==> config.mk <==
export PLATFORM = sky130hd
export DESIGN_NAME = pipe_hazard_ctrl
export DESIGN_NICKNAME = d
export VERILOG_FILES = /design/src/rtl/pipe_hazard_ctrl.sv
export SDC_FILE = /design/constraint.sdc
export NUM_CORES = 1
export LEC_CHECK = 0
export CAP_MARGIN = 20
export CORE_MARGIN = 5
export CORE_UTILIZATION = 31
export DETAILED_ROUTE_END_ITERATION = 7
export PLACE_DENSITY = 0.83
export SLEW_MARGIN = 10
export SYNTH_ARGS = -nofsm -noshare
export SYNTH_HDL_FRONTEND = slang
export SYNTH_SLANG_ARGS = --single-unit
==> constraint.sdc <==
create_clock -name clk -period 1.6 [get_ports clk]
set_input_delay 0.32 -clock clk [delete_from_list [all_inputs] [get_ports clk]]
set_output_delay 0.32 -clock clk [all_outputs]
set_load 0.02 [all_outputs]
==> src/rtl/pipe_hazard_ctrl.sv <==
// Pipeline hazard controller: stage load enables for memory stalls, load-use interlocks and branch flushes.
// Optional stall/bubble performance counters are built only when PIPE_PERF_CNT_EN is defined.
module pipe_hazard_ctrl #(
    parameter int FLUSH_CYCLES = 2,
    parameter int CNT_WIDTH    = 16
) (
    input  logic                 clk,
    input  logic                 rst_n,
    input  logic                 imem_resp,
    input  logic                 dmem_req,
    input  logic                 dmem_resp,
    input  logic                 de_valid,
    input  logic                 de_uses_src2,
    input  logic [2:0]           src1,
    input  logic [2:0]           src2,
    input  logic                 ex_valid,
    input  logic                 ex_is_load,
    input  logic [2:0]           ex_dest,
    input  logic                 br_taken,
    output logic                 pc_load,
    output logic                 de_load,
    output logic                 ex_load,
    output logic                 mem_load,
    output logic                 de_valid_in,
    output logic                 ex_bubble,
    output logic [CNT_WIDTH-1:0] stall_cnt,
    output logic [CNT_WIDTH-1:0] bubble_cnt
);

    typedef enum logic [1:0] {
        ST_RUN       = 2'd0,
        ST_MEM_STALL = 2'd1,
        ST_FLUSH     = 2'd2
    } state_e;

    localparam logic [2:0] FLUSH_INIT = 3'(FLUSH_CYCLES - 1);
    // A single-slot flush is fully covered by the branch cycle itself.
    localparam state_e     BR_NEXT    = (FLUSH_CYCLES > 1) ? ST_FLUSH : ST_RUN;

    state_e     state_q, state_d;
    logic [2:0] flush_cnt_q, flush_cnt_d;
    logic       advance;
    logic       load_use;

    assign advance  = imem_resp & (~dmem_req | dmem_resp);
    assign load_use = ex_valid & ex_is_load & de_valid &
                      ((ex_dest == src1) | (de_uses_src2 & (ex_dest == src2)));

    // Next-state, flush countdown and load-enable decode.
    always_comb begin
        state_d     = state_q;
        flush_cnt_d = flush_cnt_q;
        pc_load     = 1'b0;
        de_load     = 1'b0;
        ex_load     = 1'b0;
        mem_load    = 1'b0;
        de_valid_in = 1'b1;
        ex_bubble   = 1'b0;
        case (state_q)
            ST_RUN, ST_MEM_STALL: begin
                if (!advance) begin
                    state_d = ST_MEM_STALL;
                end else if (br_taken) begin
                    {pc_load, de_load, ex_load, mem_load} = 4'b1111;
                    de_valid_in = 1'b0;
                    ex_bubble   = 1'b1;
                    flush_cnt_d = FLUSH_INIT;
                    state_d     = BR_NEXT;
                end else if (load_use) begin
                    {pc_load, de_load, ex_load, mem_load} = 4'b0011;
                    ex_bubble = 1'b1;
                    state_d   = ST_RUN;
                end else begin
                    {pc_load, de_load, ex_load, mem_load} = 4'b1111;
                    state_d = ST_RUN;
                end
            end
            ST_FLUSH: begin
                de_valid_in = 1'b0;
                if (!advance) begin
                    state_d = ST_FLUSH;
                end else if (br_taken) begin
                    {pc_load, de_load, ex_load, mem_load} = 4'b1111;
                    ex_bubble   = 1'b1;
                    flush_cnt_d = FLUSH_INIT;
                    state_d     = BR_NEXT;
                end else begin
                    {pc_load, de_load, ex_load, mem_load} = 4'b1111;
                    flush_cnt_d = flush_cnt_q - 3'd1;
                    state_d     = (flush_cnt_q <= 3'd1) ? ST_RUN : ST_FLUSH;
                end
            end
            default: begin
                state_d     = ST_RUN;
                flush_cnt_d = 3'd0;
            end
        endcase
    end

    // State and flush counter registers.
    always_ff @(posedge clk or negedge rst_n) begin
        if (!rst_n) begin
            state_q     <= ST_RUN;
            flush_cnt_q <= 3'd0;
        end else begin
            state_q     <= state_d;
            flush_cnt_q <= flush_cnt_d;
        end
    end

`ifdef PIPE_PERF_CNT_EN
    localparam logic [CNT_WIDTH-1:0] CNT_ONE = {{(CNT_WIDTH-1){1'b0}}, 1'b1};
    localparam logic [CNT_WIDTH-1:0] CNT_MAX = {CNT_WIDTH{1'b1}};

    logic [CNT_WIDTH-1:0] stall_cnt_q, stall_cnt_d;
    logic [CNT_WIDTH-1:0] bubble_cnt_q, bubble_cnt_d;

    // Saturating increments for the performance counters.
    always_comb begin
        stall_cnt_d  = stall_cnt_q;
        bubble_cnt_d = bubble_cnt_q;
        if (!advance && (stall_cnt_q != CNT_MAX)) begin
            stall_cnt_d = stall_cnt_q + CNT_ONE;
        end else begin
            stall_cnt_d = stall_cnt_q;
        end
        if (ex_bubble && (bubble_cnt_q != CNT_MAX)) begin
            bubble_cnt_d = bubble_cnt_q + CNT_ONE;
        end else begin
            bubble_cnt_d = bubble_cnt_q;
        end
    end

    // Performance counter registers.
    always_ff @(posedge clk or negedge rst_n) begin
        if (!rst_n) begin
            stall_cnt_q  <= {CNT_WIDTH{1'b0}};
            bubble_cnt_q <= {CNT_WIDTH{1'b0}};
        end else begin
            stall_cnt_q  <= stall_cnt_d;
            bubble_cnt_q <= bubble_cnt_d;
        end
    end

    assign stall_cnt  = stall_cnt_q;
    assign bubble_cnt = bubble_cnt_q;
`else
    assign stall_cnt  = {CNT_WIDTH{1'b0}};
    assign bubble_cnt = {CNT_WIDTH{1'b0}};
`endif

endmodule

==> run metrics, run 1 <==
crit path buf inv count 2; TritonCTS clock tree done; share of post-route cells with drive strength above 1 0.375; Worst Path Required 1.28 ns; achievable frequency 0.655 GHz; H-tree levels 1; RSZ-0062 raised after global routing false; Largest stage delay, worst path 0.21 ns; Vias/cell 4.01; Slew Limit Fails 0; Final Hold Viols 0; area of the core 0.00200 sq mm; CP Max Fanout 2; Leak 0.487 nW; first-pass GRT wire length 2590 um; number of synthesized flops with an enable pin 0; vias 589; Final Power 0.950 mW; die width 56.3 um; die footprint 0.00317 sq mm; final wirelength 1630 um; via count of the first global-routing pass 565; Layout area overhead 40.6%; critical-path cell list buf_2 -> xnor2_1 -> nand4_1 -> a21oi_2 -> o2111a_1 -> buf_6; total iterations of the first detailed-routing run 4; Post-Synthesis Cells 82; Initial Util 0.332; Met3 Routed Length 202 um; PortBufs 24; number of max-cap violations 0; CP endpoint kind output port; Seq cells post-synth 5; commonest non-fill, non-tap cell in the layout conb_1; design area 936 sq um; worst hold slack 0.294 ns; mapped cell area 666 sq um; Clock Latency Late Sink 0.24 ns; async set or reset register ratio after synthesis 1.00; NumNets Final 142; DIE HEIGHT 56.3 um; placed wire-length estimate 1400 um; DR WL/cell 11.1 um; post-layout min period 1.53 ns; Fillers 204; Core Util, Final 0.468; area occupied by multi-input gates 455 sq um; post-synthesis average cell area 8.12 sq um; pin count of the biggest net entering global routing 8; Met2 Wirelength 814 um; Primary FF master, synth dfrtp_1; Tot GR Track Use 0.102; Ports 57; Final ANT Viol Nets 0; Longest Clk Path Bufs 2; commonest cells after routing, fill and taps aside conb_1 (32), buf_2 (12), buf_4 (11); sequential share of the synthesized area 0.188; gr ovfl total 0; Root Driver clkbuf_4; warnings from Yosys 0; VDD IR-drop max 0.000811 V; Cell Pwr Density 1020 mW/mm^2; Slowest-stage cell, CP o2111a_1; Data arrival, critical path 1.21 ns; DRT met1 WL 608 um; # diodes 0; uppermost layer routed met3; outcome completed; Hold Crit Class primary input to asynchronous set/reset pin; Sink Count 5; Placed Area 908 sq um; critical path's top delay family compound AO/OA/AOI/OAI gates; Fin Setup TNS 0 ns; register area 126 sq um; Final period util 0.954; initial antenna violation count 0; Clock Skew 0.00590 ns; 1st-iter DRT viols 6; Row Count 16; Setup crit start kind primary input; endpoints failing setup 0; CTS Buf Count 3; CP Class primary input to output port; RePlAce Congestion 0.866; synth unique cells 26; clock transition at the registers of the reported paths 0.04 ns; DRC viols 0
==> worst reg2reg max path: stages, from the launching register on <==
cell     delay (ns)
dfrtp_2        0.42
inv_2          0.06
buf_4          0.13
or4_4          0.53
o21ai_1        0.16
==> final timing paths <==
path                       slack [ns]            from  cells past startpoint             end
max                              0.07      ex_dest[1]                      6       ex_bubble
min reg2reg                      0.55  flush_cnt_q[1]                      2  flush_cnt_q[1]
max reg2reg                      0.22      state_q[1]                      4  flush_cnt_q[2]
max in group asynchronous        1.10           rst_n                      1      state_q[1]
min                              0.29           rst_n                      1  flush_cnt_q[1]
min in group clk                 0.55  flush_cnt_q[1]                      2  flush_cnt_q[1]
==> sequential cells by signal, indices dropped and copies added (netlist names) <==
register,count
flush_cnt_q,3
state_q,2
==> cell type report <==
type,count,area share
inverters,4,0.0160
clock buffers,4,0.0281
multi-input cells,70,0.487
flip-flops and latches,5,0.135
well taps,27,0.0361
repair buffers,37,0.298
==> metal layers <==
| layer | up-vias | track usage |
|---|---|---|
| li1 | 288 | - |
| met1 | 261 | 0.111 |
| met2 | 40 | 0.179 |
| met3 | 0 | 0.0413 |
| met4 | 0 | 0.0305 |
| met5 | - | 0 |
==> cells in the mapped netlist, types with 2 or more instances <==
| library cell | n | area share |
|---|---|---|
| a21oi_1 | 5 | 0.038 |
| a31oi_1 | 2 | 0.019 |
| buf_4 | 34 | 0.38 |
| dfrtp_1 | 5 | 0.19 |
| ha_1 | 2 | 0.038 |
| inv_1 | 3 | 0.017 |
| nand3_1 | 2 | 0.015 |
| nor2_1 | 2 | 0.011 |
| o21ai_0 | 4 | 0.030 |
| o21ai_1 | 2 | 0.015 |
| xnor2_1 | 6 | 0.079 |
==> repair_timing <==
item,4_1_cts,5_1_grt
pin swaps,13,6
resized for setup,80,5
buffers inserted,1,1
endpoints found under the setup margin,6,4
hold buffers,0,0
==> power by group <==
group,switching [mW],internal (mW)
logic,0.302,0.265
registers,0.0630,0.177
clock network,0.0489,0.0941
total,0.414,0.536
==> through the flow <==
stage | instances | setup WS, ns
after detailed placement | 141 | -0.818
after CTS | 146 | 0.000539
final | 147 | 0.0738
after floorplan | 113 | 0.0252
after global routing | 147 | 0.0120
after global placement | 141 | -0.792
==> cell families after synthesis <==
kind of cell	Yosys count	share of synthesized area
other cells	1	0.00563
fa+ha+maj	2	0.0376
xor+xnor	6	0.0789
compound gates	18	0.169
simple gates	11	0.0996
flops	5	0.188
mux	1	0.0150
buf+inv	38	0.406
Note: power is estimated with default switching activity, not from simulation.
==> run 2: changes to the inputs <==
--- a/config.mk
+++ b/config.mk
@@ -6,10 +6,12 @@
 export NUM_CORES = 1
 export LEC_CHECK = 0
 export CAP_MARGIN = 20
+export CELL_PAD_IN_SITES_DETAIL_PLACEMENT = 1
+export CELL_PAD_IN_SITES_GLOBAL_PLACEMENT = 1
 export CORE_MARGIN = 5
-export CORE_UTILIZATION = 31
+export CORE_UTILIZATION = 20
 export DETAILED_ROUTE_END_ITERATION = 7
-export PLACE_DENSITY = 0.83
+export PLACE_DENSITY = 0.82
 export SLEW_MARGIN = 10
 export SYNTH_ARGS = -nofsm -noshare
 export SYNTH_HDL_FRONTEND = slang
==> run 2 against run 1 <==
Clock skew rose by 0.0015 ns; global-route usage down 1.8 points; sequential power up 2%; flip-flop and latch count is the same; power increased by 0.79%; fmax is 2.1% lower; hold slack gained 0.0078 ns; core utilization fell by 17 points; critical endpoint is now pc_load; combinational power hardly changed.
==> run metrics, run 2 (synthesis results as in run 1) <==
DP Cell Count 159 (was 141); final wirelength 1910 um (was 1630 um); RePlAce Congestion 0.696 (was 0.866); die footprint 0.00458 sq mm (was 0.00317 sq mm); Hold Crit Class primary input to asynchronous set/reset pin (unchanged); Worst Path Required 1.28 ns (about the same); CTS Hold Bufs 0 (unchanged); Largest Register flush_cnt_q (unchanged); critical path's top delay family buffers and inverters (was compound AO/OA/AOI/OAI gates); H-tree levels 1 (unchanged); Cell Pwr Density 976 mW/mm^2 (was 1020 mW/mm^2); Met2 Wirelength 1050 um (was 814 um); CP Max Fanout 2 (unchanged); DRC viols 0 (unchanged); VDD IR-drop max 0.000491 V (was 0.000811 V); die width 67.7 um (was 56.3 um); Clock Skew 0.00744 ns (was 0.00590 ns); Fillers 409 (was 204); area of the core 0.00328 sq mm (was 0.00200 sq mm); Slowest-stage cell, CP a21oi_2 (was o2111a_1); TritonCTS clock tree done (unchanged); Row Count 21 (was 16); biggest regs flush_cnt_q x3, state_q x2 (unchanged); DR WL/cell 11.7 um (was 11.1 um); Final Power 0.958 mW (was 0.950 mW); critical-path cell list buf_6 -> xnor2_2 -> nand4_1 -> a21oi_2 -> buf_4 -> a21boi_4 -> buf_6 (was buf_2 -> xnor2_1 -> nand4_1 -> a21oi_2 -> o2111a_1 -> buf_6); share of post-route cells with drive strength above 1 0.385 (was 0.375); total iterations of the first detailed-routing run 3 (was 4); Final Hold Viols 0 (unchanged); post-layout min period 1.56 ns (was 1.53 ns); PortBufs 24 (unchanged); initial antenna violation count 0 (unchanged); Slew Limit Fails 0 (unchanged); vias 599 (was 589); Sink Count 5 (unchanged); pin count of the biggest net entering global routing 8 (unchanged); number of max-cap violations 0 (unchanged); Ports 57 (unchanged); CP endpoint kind output port (unchanged); achievable frequency 0.641 GHz (was 0.655 GHz); outcome completed (unchanged); Data arrival, critical path 1.24 ns (was 1.21 ns); Setup crit start kind primary input (unchanged); post-CTS setup repair buffer count 0 (was 1); Tot GR Track Use 0.0834 (was 0.102); Crit path top cell by count buf_6; final non-filler cell total 163 (was 147); NumNets Final 139 (was 142); commonest cells after routing, fill and taps aside conb_1 (32), buf_4 (9), dlygate4sd2_1 (8), buf_6 (8), buf_2 (8) (was conb_1 (32), buf_2 (12), buf_4 (11)); Fin Setup TNS 0 ns (unchanged); Leak 0.497 nW (was 0.487 nW); DIE HEIGHT 67.7 um (was 56.3 um); Final period util 0.974 (was 0.954); gr ovfl total 0 (unchanged); max FFs per register 3 (unchanged); placed wire-length estimate 1670 um (was 1400 um); endpoints failing setup 0 (unchanged); Layout area overhead 47.4% (was 40.6%); uppermost layer routed met4 (was met3); Clock Latency Late Sink 0.25 ns (was 0.24 ns); worst hold slack 0.302 ns (was 0.294 ns); clock transition at the registers of the reported paths 0.05 ns (was 0.04 ns); via count of the first global-routing pass 625 (was 565); DRT met1 WL 621 um (was 608 um); Final ANT Viol Nets 0 (unchanged); crit path buf inv count 3 (was 2); # diodes 0 (unchanged); Vias/cell 3.67 (was 4.01); 1st-iter DRT viols 3 (was 6); CTS Buf Count 3 (unchanged); commonest non-fill, non-tap cell in the layout conb_1 (unchanged); Longest Clk Path Bufs 2 (unchanged); Largest stage delay, worst path 0.21 ns (about the same); Initial Util 0.203 (was 0.332); first-pass GRT wire length 2820 um (was 2590 um); Root Driver clkbuf_4 (unchanged); CP Class primary input to output port (unchanged); Met3 Routed Length 224 um (was 202 um)
-- run 2: cell count changes in the layout (fill, tap and decap cells not counted) --
cell     before  now
xnor2_2       3    6
xnor2_1       3    0
buf_2        12    8
buf_4        11    9
buf_6         5    8
-- run 2: report_power, final --
| part | total (mW) | switching (mW) | internal (mW) |
|---|---|---|---|
| logic | 0.564 | 0.306 | 0.258 |
| clock network | 0.150 | 0.0552 | 0.0945 |
| registers | 0.244 | 0.0674 | 0.177 |
| total | 0.958 | 0.429 | 0.529 |
-- run 2: final cells by class --
class,count,area (sq um),area share
inverter,4,15.0,0.0153
clock buffer,4,26.3,0.0268
timing repair buffer,34,278,0.283
sequential,5,126,0.129
tap,46,57.6,0.0587
multi-input combinational,70,478,0.487
-- run 2: worst paths after layout --
| kind | end | cells after the start | from | slack [ns] |
|---|---|---|---|---|
| min in group clk | flush_cnt_q[1] | 2 | flush_cnt_q[1] | 0.53 |
| max | pc_load | 7 | ex_dest[0] | 0.04 |
| max in group asynchronous | state_q[1] | 1 | rst_n | 1.08 |
| min | flush_cnt_q[0] | 1 | rst_n | 0.30 |
| min reg2reg | flush_cnt_q[1] | 2 | flush_cnt_q[1] | 0.53 |
| max reg2reg | flush_cnt_q[2] | 4 | state_q[1] | 0.21 |
-- run 2: stage by stage --
stage | utilization | setup slack [ns] | area, sq um
after floorplan | - | 0.0252 | 807
after global placement | 0.282 | -0.776 | 925
after detailed placement | 0.282 | -0.859 | 925
after CTS | 0.284 | 0.00473 | 932
after global routing | 0.299 | -0.0147 | 981
final | 0.299 | 0.0408 | 981
-- run 2: what timing repair did --
item,CTS,global route
resized for setup,85,12
endpoints found under the setup margin,6,4
pin swaps,13,6
-- run 2: worst register-to-register path: stages (launching register included) --
cell and delay [ns]:
dfrtp_2 0.43, inv_2 0.06, buf_4 0.14, or4_4 0.54
o21ai_1 0.14
-- run 2: per-layer routing --
layer / GRT usage / vias up
met4: 0.0228 / 0
met2: 0.162 / 35
met5: 0 / -
met1: 0.0770 / 280
li1: - / 282
met3: 0.0383 / 2
